===== src/rtl/mux_sel_gen.sv =====
// Select-sequence generator for the Versat two-input mux unit: optional run-in
// of zeros, then a repeated period of len0 zeros followed by len1 ones.
module mux_sel_gen #(
    parameter int CNT_W = 16
) (
    input  logic             clk,
    input  logic             rst,
    input  logic             run,
    input  logic             running,
    input  logic [CNT_W-1:0] delay,
    input  logic [CNT_W-1:0] len0,
    input  logic [CNT_W-1:0] len1,
    input  logic [CNT_W-1:0] iter,
    output logic             sel,
    output logic             done
);

    typedef enum logic [1:0] {
        IDLE  = 2'd0,
        DELAY = 2'd1,
        PH0   = 2'd2,
        PH1   = 2'd3
    } state_t;

    typedef struct packed {
        state_t           state;
        logic [CNT_W-1:0] cnt;
        logic             sel;
        logic             done;
    } entry_t;

    localparam logic [CNT_W-1:0] CNT_ZERO = {CNT_W{1'b0}};
    localparam logic [CNT_W-1:0] CNT_ONE  = {{(CNT_W-1){1'b0}}, 1'b1};

    // First step of a period; zero-length phases are skipped so no bubble cycle appears.
    function automatic entry_t period_entry(input logic [CNT_W-1:0] it,
                                            input logic [CNT_W-1:0] l0,
                                            input logic [CNT_W-1:0] l1);
        entry_t e;
        if ((it == CNT_ZERO) || ((l0 == CNT_ZERO) && (l1 == CNT_ZERO))) begin
            e.state = IDLE;
            e.cnt   = CNT_ZERO;
            e.sel   = 1'b0;
            e.done  = 1'b1;
        end else if (l0 != CNT_ZERO) begin
            e.state = PH0;
            e.cnt   = l0;
            e.sel   = 1'b0;
            e.done  = 1'b0;
        end else begin
            e.state = PH1;
            e.cnt   = l1;
            e.sel   = 1'b1;
            e.done  = 1'b0;
        end
        return e;
    endfunction

    state_t           state_q, state_d;
    logic             sel_q, sel_d;
    logic             done_q, done_d;
    logic [CNT_W-1:0] phase_cnt_q, phase_cnt_d;
    logic [CNT_W-1:0] iter_cnt_q, iter_cnt_d;
    logic [CNT_W-1:0] len0_q, len0_d;
    logic [CNT_W-1:0] len1_q, len1_d;
    entry_t           start_s;
    entry_t           entry_s;

    // Next-state logic: run restarts from raw inputs, otherwise advance only while running.
    always_comb begin
        state_d     = state_q;
        sel_d       = sel_q;
        done_d      = done_q;
        phase_cnt_d = phase_cnt_q;
        iter_cnt_d  = iter_cnt_q;
        len0_d      = len0_q;
        len1_d      = len1_q;
        start_s     = period_entry(iter, len0, len1);
        entry_s     = period_entry(iter_cnt_q, len0_q, len1_q);

        if (run) begin
            len0_d     = len0;
            len1_d     = len1;
            iter_cnt_d = iter;
            if (delay != CNT_ZERO) begin
                state_d     = DELAY;
                phase_cnt_d = delay;
                sel_d       = 1'b0;
                done_d      = 1'b0;
            end else begin
                state_d     = start_s.state;
                phase_cnt_d = start_s.cnt;
                sel_d       = start_s.sel;
                done_d      = start_s.done;
            end
        end else if (running) begin
            case (state_q)
                IDLE: begin
                    state_d = IDLE;
                end
                DELAY: begin
                    if (phase_cnt_q != CNT_ONE) begin
                        phase_cnt_d = phase_cnt_q - CNT_ONE;
                    end else begin
                        state_d     = entry_s.state;
                        phase_cnt_d = entry_s.cnt;
                        sel_d       = entry_s.sel;
                        done_d      = entry_s.done;
                    end
                end
                PH0: begin
                    if (phase_cnt_q != CNT_ONE) begin
                        phase_cnt_d = phase_cnt_q - CNT_ONE;
                    end else if (len1_q != CNT_ZERO) begin
                        state_d     = PH1;
                        phase_cnt_d = len1_q;
                        sel_d       = 1'b1;
                    end else if (iter_cnt_q == CNT_ONE) begin
                        state_d     = IDLE;
                        phase_cnt_d = CNT_ZERO;
                        iter_cnt_d  = CNT_ZERO;
                        sel_d       = 1'b0;
                        done_d      = 1'b1;
                    end else begin
                        // Period of only zeros: this PH0 end is the iteration boundary.
                        iter_cnt_d  = iter_cnt_q - CNT_ONE;
                        state_d     = entry_s.state;
                        phase_cnt_d = entry_s.cnt;
                        sel_d       = entry_s.sel;
                        done_d      = entry_s.done;
                    end
                end
                PH1: begin
                    if (phase_cnt_q != CNT_ONE) begin
                        phase_cnt_d = phase_cnt_q - CNT_ONE;
                    end else if (iter_cnt_q == CNT_ONE) begin
                        state_d     = IDLE;
                        phase_cnt_d = CNT_ZERO;
                        iter_cnt_d  = CNT_ZERO;
                        sel_d       = 1'b0;
                        done_d      = 1'b1;
                    end else begin
                        iter_cnt_d  = iter_cnt_q - CNT_ONE;
                        state_d     = entry_s.state;
                        phase_cnt_d = entry_s.cnt;
                        sel_d       = entry_s.sel;
                        done_d      = entry_s.done;
                    end
                end
                default: begin
                    state_d     = IDLE;
                    phase_cnt_d = CNT_ZERO;
                    iter_cnt_d  = CNT_ZERO;
                    sel_d       = 1'b0;
                    done_d      = 1'b1;
                end
            endcase
        end else begin
            state_d = state_q;
        end
    end

    // State, counter and output registers; reset aborts any sequence.
    always_ff @(posedge clk or posedge rst) begin
        if (rst) begin
            state_q     <= IDLE;
            sel_q       <= 1'b0;
            done_q      <= 1'b1;
            phase_cnt_q <= CNT_ZERO;
            iter_cnt_q  <= CNT_ZERO;
            len0_q      <= CNT_ZERO;
            len1_q      <= CNT_ZERO;
        end else begin
            state_q     <= state_d;
            sel_q       <= sel_d;
            done_q      <= done_d;
            phase_cnt_q <= phase_cnt_d;
            iter_cnt_q  <= iter_cnt_d;
            len0_q      <= len0_d;
            len1_q      <= len1_d;
        end
    end

    assign sel  = sel_q;
    assign done = done_q;

endmodule

===== config.mk =====
export PLATFORM = sky130hd
export DESIGN_NAME = mux_sel_gen
export DESIGN_NICKNAME = d
export VERILOG_FILES = /design/src/rtl/mux_sel_gen.sv
export SDC_FILE = /design/constraint.sdc
export NUM_CORES = 1
export LEC_CHECK = 0
export BUFFER_PORTS_ARGS = -buffer_cell sky130_fd_sc_hd__buf_2
export CAP_MARGIN = 40
export CELL_PAD_IN_SITES_DETAIL_PLACEMENT = 1
export CELL_PAD_IN_SITES_GLOBAL_PLACEMENT = 1
export CORE_MARGIN = 2
export CORE_UTILIZATION = 38
export DETAILED_ROUTE_END_ITERATION = 6
export PLACE_DENSITY_LB_ADDON = 0.1
export RECOVER_POWER = 25
export SLEW_MARGIN = 20
export SYNTH_ARGS = -nofsm -noshare
export SYNTH_HDL_FRONTEND = slang
export SYNTH_SLANG_ARGS = --single-unit

===== constraint.sdc =====
create_clock -name clk -period 2.25 [get_ports clk]
set_input_delay 0.225 -clock clk [delete_from_list [all_inputs] [get_ports clk]]
set_output_delay 0.225 -clock clk [all_outputs]
set_load 0.02 [all_outputs]

==> results_dict.tcl, run 1 <==
set metrics [dict create \
    status "complete, but fails checks" \
    violations "negative setup slack" \
    synth_top_area_share_pct 37.9 \
    layout_common_cells "buf_4 (72), buf_2 (69), dfrtp_1 (66)" \
    synth_top_family_by_area "simple AND/OR/NAND/NOR gates" \
    fin_crit_ps 2260 \
    cts_buffers 9 \
    finalCritPeriodShare_pct 100 \
    synth-simple-area-share_pct 23.2 \
    synth_top_area_cell "dfrtp_1" \
    synth_top_flop_cell "dfrtp_1" \
    layout_commonest_cell "buf_4" \
    place_inst 763 \
    syn-cell-area_um2 4420 \
    cts_tree "done" \
    max_cap_violations 0 \
    cp_data_arrival_time_ps 2470 \
    die_w_um 112 \
    postSynthAreaPerCell_um2 8.70 \
    endpoint_kind "flop" \
    final_core_util_pct 52.0 \
    dr.first_iter.drc_count 290 \
    ys_warn_count 0 \
    crit_slowest_cell "dfrtp_1" \
    clk_latency_ps 350 \
    layout-drive-gt1-share_pct 35.8 \
    setup_violations 1 \
    clock-sinks 68 \
    port-buffer-count 69 \
    hp-class "primary input to flop" \
    antenna_found_initial 0 \
    tightestPinTransition_ps 926 \
    clk_path_buf_depth 2 \
    synth_area_leaders "dfrtp_1 (38%), mux2_2 (8.2%), a21oi_1 (6.8%), nor4_1 (4.5%), nor2_1 (3.9%)" \
    power_density_nw_per_um2 653 \
    finalWorstSetupSlack_ps -5.23 \
    synth_edf_count 0 \
    max_freq_mhz 443 \
    path_clk_slew_ps 60 \
    gr-usage-all-layers_pct 27.6 \
    synth-compound-area-share_pct 22.7 \
    nets 713 \
    path_cells "inv_1 -> ha_1 -> buf_4 -> a41oi_1 -> a211oi_1 -> buf_4 -> buf_4 -> a221oi_2 -> nor3_1" \
    rsz0062_at_grt "true" \
    cp-start-kind "flop" \
    grt_pass1_wl_mm 26.9 \
    synth_xor_area_share_pct 0.595 \
    overflow 0 \
    p_leak_nw 2.46 \
    max-slew-margin-rel_pct 38.2 \
    gp_congestion 0.911 \
    vias_per_cell 6.07 \
    antenna_cells 0 \
    drt-total-wl_mm 17.0 \
    crit_type "flop to flop" \
    critPathBufInv 4 \
    dpl.hpwl_mm 12.9 \
    initial_core_util_pct 38.9 \
    synthToLayoutAreaGrowth_pct 33.8 \
    ir_drop_mv 0.497 \
    cp_top_family "compound AO/OA/AOI/OAI gates" \
    dieHeight_um 112 \
    maxSlewViolCount 0 \
    hold_viol 0 \
    yosysSeqAreaShare_pct 38.5 \
    muxShareOfSynthArea_pct 8.61 \
    hold_ws_ps 108 \
    finClkSkew_ps 6.80 \
    vias 4764 \
    cp_common_cell "buf_4" \
    clk_root_buffer_cell "clkbuf_16" \
    ys_ff_latch 68 \
    instances_no_fill 785 \
    wire_per_inst_um 21.6 \
    grt_max_degree 50 \
    ant_nets 0 \
    synth_cells 508 \
    drc 0 \
    cp_data_required_time_ps 2470 \
    die_area_um2 12500 \
    rows 39 \
    grt_pass1_vias 4808 \
    core-area_um2 11400 \
    crit_path_max_fanout 10 \
    async_reset_ff_share_pct 100 \
    num_io_pins 70 \
    htree_levels 3 \
    slowest_delay_ps 400 \
    syn-num-nets 584 \
    ys_types 59 \
    synth_adder_area_share_pct 2.27 \
    first_pass_iters 5 \
]
-- kinds of logic after synthesis --
family / count (synthesis)
AO/OA/AOI/OAI: 162
buffers and inverters: 43
adder cells (fa/ha/maj): 8
multiplexers: 34
XOR/XNOR: 3
flip-flops: 68
AND/OR/NAND/NOR: 190
-- report_power, final --
part / internal (mW) / switching (mW) / total [mW]
combinational: 0.405 / 0.472 / 0.877
sequential: 1.36 / 0.155 / 1.52
clock: 0.890 / 0.573 / 1.46
total: 2.66 / 1.20 / 3.86
-- worst register-to-register path, stage by stage, from the launching register on --
cell      delay, ps
dfrtp_1         400
inv_1            80
ha_1            230
buf_4           180
a41oi_1         330
a211oi_1        110
buf_4           200
buf_4           150
a221oi_2        330
nor3_1          110
-- worst paths after layout --
check	from	endpoint	slack [ps]	cells after the start
max	state_q[0]	phase_cnt_q[5]	-5	9
min	iter[2]	iter_cnt_q[2]	110	3
max reg2reg	state_q[0]	phase_cnt_q[5]	-5	9
min reg2reg	iter_cnt_q[15]	iter_cnt_q[15]	540	2
max in group asynchronous	rst	phase_cnt_q[15]	830	4
min in group asynchronous	rst	iter_cnt_q[13]	630	3
-- cell usage after synthesis (all sizes together), types with 5 or more instances --
cell type / n
nor3: 20
nand3: 11
and4: 5
ha: 8
nor2b: 7
nand4: 9
inv: 12
clkbuf: 21
buf: 10
nor2: 47
a221oi: 11
mux2: 32
nand2: 31
a21oi: 61
a22oi: 6
a21o: 6
dfrtp: 67
o21ai: 40
nor4: 35
-- flip-flops by register name, indices dropped and copies added, names as in the netlist --
name         flops
done             1
iter_cnt_q      16
len0_q          16
len1_q          16
phase_cnt_q     16
sel              1
state_q          2
-- final cells by class --
cell class,count,area (µm²)
fill,1381,5460
multi-input combinational,397,2670
sequential,68,1700
timing repair buffer,149,1010
clock buffer,11,243
tap,143,179
clock inverter,5,61.3
inverter,12,45.0
-- metal layers --
metal	vias to the layer above	routed length, µm	GRT usage (%)
li1	2205	-	-
met1	2393	8380	42.1
met2	138	7350	40.4
met3	28	870	3.43
met4	0	368	8.89
met5	-	0	0
-- per-stage QoR --
step	setup WS, ps	total power [mW]	setup TNS, ps	cell area [µm²]
final	-5.23	3.86	-5.23	5910
after global routing	-53.7	4.03	-201	5910
after CTS	15.2	3.84	0	5750
after detailed placement	-24.6	2.36	-36.1	5420
after global placement	-31.7	2.33	-31.7	5420
after floorplan	40.3	1.95	0	4420
-- repair_timing --
| action | CTS | global route |
|---|---|---|
| setup endpoints to repair | 4 | 20 |
| pin swaps | 1 | 7 |
| hold buffers | 1 | 0 |
| cloned | 0 | 0 |
| hold endpoints to repair | 18 | 0 |
| gates resized for setup | 4 | 26 |
| buffers inserted | 0 | 5 |
No activity file was read; power rests on OpenSTA's default activity.
==> run 2, diff against run 1 <==
--- a/config.mk
+++ b/config.mk
@@ -12,7 +12,7 @@
 export CORE_MARGIN = 2
 export CORE_UTILIZATION = 38
 export DETAILED_ROUTE_END_ITERATION = 6
-export PLACE_DENSITY_LB_ADDON = 0.1
+export PLACE_DENSITY_LB_ADDON = 0.2
 export RECOVER_POWER = 25
 export SLEW_MARGIN = 20
 export SYNTH_ARGS = -nofsm -noshare
==> results_dict.tcl, run 2 (synthesis results as in run 1) <==
set metrics [dict create \
    status "finished, final reports clean" \
    max_cap_violations 0 \
    p_total_mw 3.86 \
    clk_path_buf_depth 2 \
    hp-class "primary input to flop" \
    path_clk_slew_ps 60 \
    slowest_delay_ps 380 \
    finClkSkew_ps 5.83 \
    r2r_start "phase_cnt_q[1]" \
    hold-path-endpoint "iter_cnt_q[3]" \
    maxSlewViolCount 0 \
    htree_levels 3 \
    gp_congestion 0.959 \
    rsz0062_at_grt "true" \
    port-buffer-count 69 \
    antenna_found_initial 0 \
    overflow 0 \
    hold_viol 0 \
    cp_data_required_time_ps 2490 \
    dpl.hpwl_mm 12.9 \
    crit_type "flop to flop" \
    min-delay-start "iter[3]" \
    cts_tree "done" \
    rrSetupSlack_ps 80 \
    hold_ws_ps 128 \
    cp_data_arrival_time_ps 2410 \
    critPathBufInv 2 \
    wire_per_inst_um 21.9 \
    place_inst 750 \
    fin_crit_ps 2170 \
    max-slew-margin-rel_pct 35.0 \
    tightestPinTransition_ps 974 \
    drt-total-wl_mm 16.9 \
    setup_violations 0 \
    whs_path_depth 3 \
    ir_drop_mv 0.451 \
    clock-sinks 68 \
    clk_latency_ps 340 \
    initial_core_util_pct 38.9 \
    power_density_nw_per_um2 675 \
    cp-start-kind "flop" \
    ant_nets 0 \
    layout-drive-gt1-share_pct 33.2 \
    clk_root_buffer_cell "clkbuf_16" \
    nets 697 \
    rows 39 \
    instances_no_fill 769 \
    reg2reg_depth 9 \
    first_pass_iters 5 \
    drc 0 \
    endpoint_kind "flop" \
    core-area_um2 11400 \
    crit_path_max_fanout 3 \
    max_freq_mhz 461 \
    filler_cell_count 1371 \
    gr-usage-all-layers_pct 27.4 \
    die_area_um2 12500 \
    finalCritPeriodShare_pct 96.5 \
    cp_top_family "simple AND/OR/NAND/NOR gates" \
    die_w_um 112 \
    antenna_cells 0 \
    worst_r2r_endpoint "phase_cnt_q[15]" \
    path_cells "inv_1 -> ha_1 -> nor4b_1 -> and4bb_2 -> buf_4 -> nand2_1 -> a21oi_2 -> nor3_1 -> nor4_1" \
    layout_commonest_cell "buf_2" \
    grt_pass1_vias 4747 \
    synthToLayoutAreaGrowth_pct 29.3 \
    cts_buffers 9 \
    vias_per_cell 6.18 \
    grt_max_degree 69 \
    num_io_pins 70 \
    crit_slowest_cell "dfrtp_1" \
    p_leak_nw 2.35 \
    vias 4749 \
    dr.first_iter.drc_count 342 \
    layout_common_cells "buf_2 (69), dfrtp_1 (67), buf_4 (60)" \
    dieHeight_um 112 \
    grt_pass1_wl_mm 27.0 \
]
## run 2: cell count changes in the layout (fill, tap and decap cells not counted), sizes merged
cell,previous run,this run
buf,148,131
clkinvlp,3,2
inv,12,14
## run 2: what timing repair did
| item | 4_1_cts | 5_1_grt |
|---|---|---|
| resized for setup | 6 | 14 |
| pin swaps | 0 | 5 |
| endpoints found under the hold margin | 67 | 0 |
| buffers inserted | 0 | 2 |
| hold buffers | 1 | 0 |
| setup endpoints to repair | 22 | 29 |
## run 2: per-stage QoR
step | cell area (µm²) | setup slack (ps) | utilization (%) | TNS (ps)
finish | 5710 | 78.7 | 50.2 | 0
global route | 5710 | -17.7 | 50.2 | -19.0
CTS | 5650 | 1.16 | 49.7 | 0
detailed placement | 5310 | -38.0 | 46.7 | -121
global placement | 5310 | -43.8 | 46.7 | -66.4
floorplan | 4420 | 40.3 | - | 0
## run 2: worst max-delay path by stage
stage	from	to	slack, ps	depth (start not counted)
3_3_place_gp	len0_q[6]	phase_cnt_q[8]	-40	7
6_report	phase_cnt_q[1]	phase_cnt_q[15]	80	9
4_1_cts	phase_cnt_q[9]	phase_cnt_q[0]	1	6
3_5_place_dp	phase_cnt_q[9]	phase_cnt_q[5]	-40	6
2_1_floorplan	state_q[0]	phase_cnt_q[4]	40	10
5_1_grt	phase_cnt_q[8]	phase_cnt_q[12]	-20	7
## run 2: layout make-up
| cell class | count | area, µm² | area share [%] |
|---|---|---|---|
| Clock buffer | 10 | 239 | 4.18 |
| Clock inverter | 6 | 71.3 | 1.25 |
| Inverter | 12 | 45.0 | 0.788 |
| Multi-Input combinational cell | 397 | 2620 | 45.9 |
| Sequential cell | 68 | 1700 | 29.8 |
| Tap cell | 143 | 179 | 3.13 |
| Timing Repair Buffer | 133 | 853 | 14.9 |
## run 2: report_power, final
part	switching (mW)	leakage, nW	internal [mW]	total, mW
sequential	0.168	0.798	1.36	1.53
combinational	0.453	1.41	0.376	0.829
clock	0.599	0.146	0.898	1.50
## run 2: worst reg2reg max path: cells and delay by family, from the launching register on
family          cells  cell delay, ps
simple gates        5            1140
flops               1             380
fa+ha+maj           1             160
compound gates      1             180
buf+inv             2             210
## run 2: per-layer routing
| metal | GRT usage (%) | vias up | part of all wire [%] |
|---|---|---|---|
| li1 | - | 2168 | - |
| met1 | 40.6 | 2378 | 47 |
| met2 | 41.3 | 172 | 45 |
| met3 | 4.35 | 31 | 5.9 |
| met4 | 8.31 | 0 | 2.1 |
| met5 | 0 | - | 0 |
==> run 3, diff against run 2 <==
--- a/config.mk
+++ b/config.mk
@@ -12,6 +12,7 @@
 export CORE_MARGIN = 2
 export CORE_UTILIZATION = 38
 export DETAILED_ROUTE_END_ITERATION = 6
+export MAX_ROUTING_LAYER = met4
 export PLACE_DENSITY_LB_ADDON = 0.2
 export RECOVER_POWER = 25
 export SLEW_MARGIN = 20
==> results_dict.tcl, run 3 (synthesis results as in run 1) <==
set metrics [dict create \
    layout_common_cells "buf_2 (69), dfrtp_1 (67), buf_4 (59)" \
    crit_path_max_fanout 4 \
    path_cells "or4_4 -> and4bb_2 -> a21oi_1 -> buf_4 -> a21oi_1 -> nor2_1 -> a311oi_1" \
    cp-start-kind "flop" \
    nets 696 \
    cts_buffers 9 \
    crit_slowest_cell "or4_4" \
    path_clk_slew_ps 60 \
    die_w_um 112 \
    hp-class "primary input to flop" \
    setup_violations 0 \
    gr-usage-all-layers_pct 28.4 \
    postLayoutCellArea_um2 5740 \
    ant_nets 0 \
    grt_pass1_vias 4803 \
    core-area_um2 11400 \
    clk_root_buffer_cell "clkbuf_16" \
    cp_common_cell "a21oi_1" \
    rsz0062_at_grt "true" \
    final_core_util_pct 50.4 \
    port-buffer-count 69 \
    initial_core_util_pct 38.9 \
    vias_per_cell 6.18 \
    crit_type "flop to flop" \
    drc 0 \
    clk_latency_ps 340 \
    layout-drive-gt1-share_pct 32.8 \
    endpoint_kind "flop" \
    htree_levels 3 \
    tightestPinTransition_ps 1000 \
    rows 39 \
    max_cap_violations 0 \
    status "finished, final reports clean" \
    drt-total-wl_mm 17.0 \
    cts_tree "done" \
    antenna_cells 0 \
    die_area_um2 12500 \
    max_freq_mhz 453 \
    dr.first_iter.drc_count 310 \
    wire_per_inst_um 22.2 \
    clk_path_buf_depth 2 \
    vias 4750 \
    maxSlewViolCount 0 \
    filler_cell_count 1347 \
    hold_ws_ps 127 \
    p_leak_nw 2.38 \
    num_io_pins 70 \
    first_pass_iters 6 \
    slowest_delay_ps 560 \
    cp_data_arrival_time_ps 2450 \
    grt_max_degree 69 \
    gp_congestion 0.951 \
    finalCritPeriodShare_pct 98.1 \
    fin_crit_ps 2210 \
    finClkSkew_ps 7.84 \
    dieHeight_um 112 \
    placed_cell_area_um2 5300 \
    power_density_nw_per_um2 693 \
    clock-sinks 68 \
    max-slew-margin-rel_pct 33.0 \
    hold_viol 0 \
    synthToLayoutAreaGrowth_pct 29.8 \
    layout_commonest_cell "buf_2" \
    dpl.hpwl_mm 12.8 \
    grt_pass1_wl_mm 27.0 \
    cp_data_required_time_ps 2500 \
    overflow 0 \
    antenna_found_initial 0 \
    ir_drop_mv 0.397 \
]
[run 3: metal layers]
metal	share of wire, %	global-route usage [%]	up-vias	routed length (µm)
li1	-	-	2167	-
met1	47	40.6	2415	8090
met3	5.5	4.90	21	937
met5	0	-	-	0
met2	46	42.5	147	7790
met4	1.3	6.26	0	228
[run 3: what timing repair did]
item,4_1_cts,5_1_grt
hold buffers,1,0
setup buffers,0,2
setup endpoints to repair,10,31
pin swaps,1,7
resized for setup,3,17
endpoints found under the hold margin,67,0
gates cloned,0,0
[run 3: cell type report]
cell class | count | area, µm² | share of cell area, %
sequential | 68 | 1700 | 29.7
multi-input combinational | 397 | 2630 | 45.8
timing repair buffer | 132 | 846 | 14.7
clock inverter | 6 | 95.1 | 1.66
tap | 143 | 179 | 3.12
clock buffer | 10 | 239 | 4.17
inverter | 12 | 45.0 | 0.785
[run 3: worst max-delay path: cells and delay by family (launching register included)]
family                 cells  cell delay, ps
AO/OA/AOI/OAI              3             530
flip-flops                 1             380
AND/OR/NAND/NOR            3            1010
buffers and inverters      1             190
[run 3: final timing paths]
| check | from | end | slack, ps | cells after the start |
|---|---|---|---|---|
| worst min-delay path | iter[4] | iter_cnt_q[4] | 130 | 3 |
| min in group asynchronous | rst | iter_cnt_q[13] | 790 | 4 |
| max in group asynchronous | rst | len1_q[3] | 830 | 4 |
| worst max register to register | phase_cnt_q[8] | phase_cnt_q[11] | 40 | 7 |
| worst max-delay path | phase_cnt_q[8] | phase_cnt_q[11] | 40 | 7 |
| worst min register to register | iter_cnt_q[14] | iter_cnt_q[14] | 560 | 2 |
[run 3: power by group]
group / switching [mW] / internal [mW]
Sequential: 0.168 / 1.36
Combinational: 0.458 / 0.375
Clock: 0.598 / 1.01
Total: 1.22 / 2.75
[run 3: metrics by stage]
step	worst slack (ps)	TNS, ps	total power [mW]	cells
3_5_place_dp	-91.4	-522	2.33	749
4_1_cts	3.32	0	3.96	766
3_3_place_gp	31.0	0	2.30	749
6_report	43.0	0	3.97	768
2_1_floorplan	40.3	0	1.95	508
5_1_grt	-31.7	-79.0	4.14	768
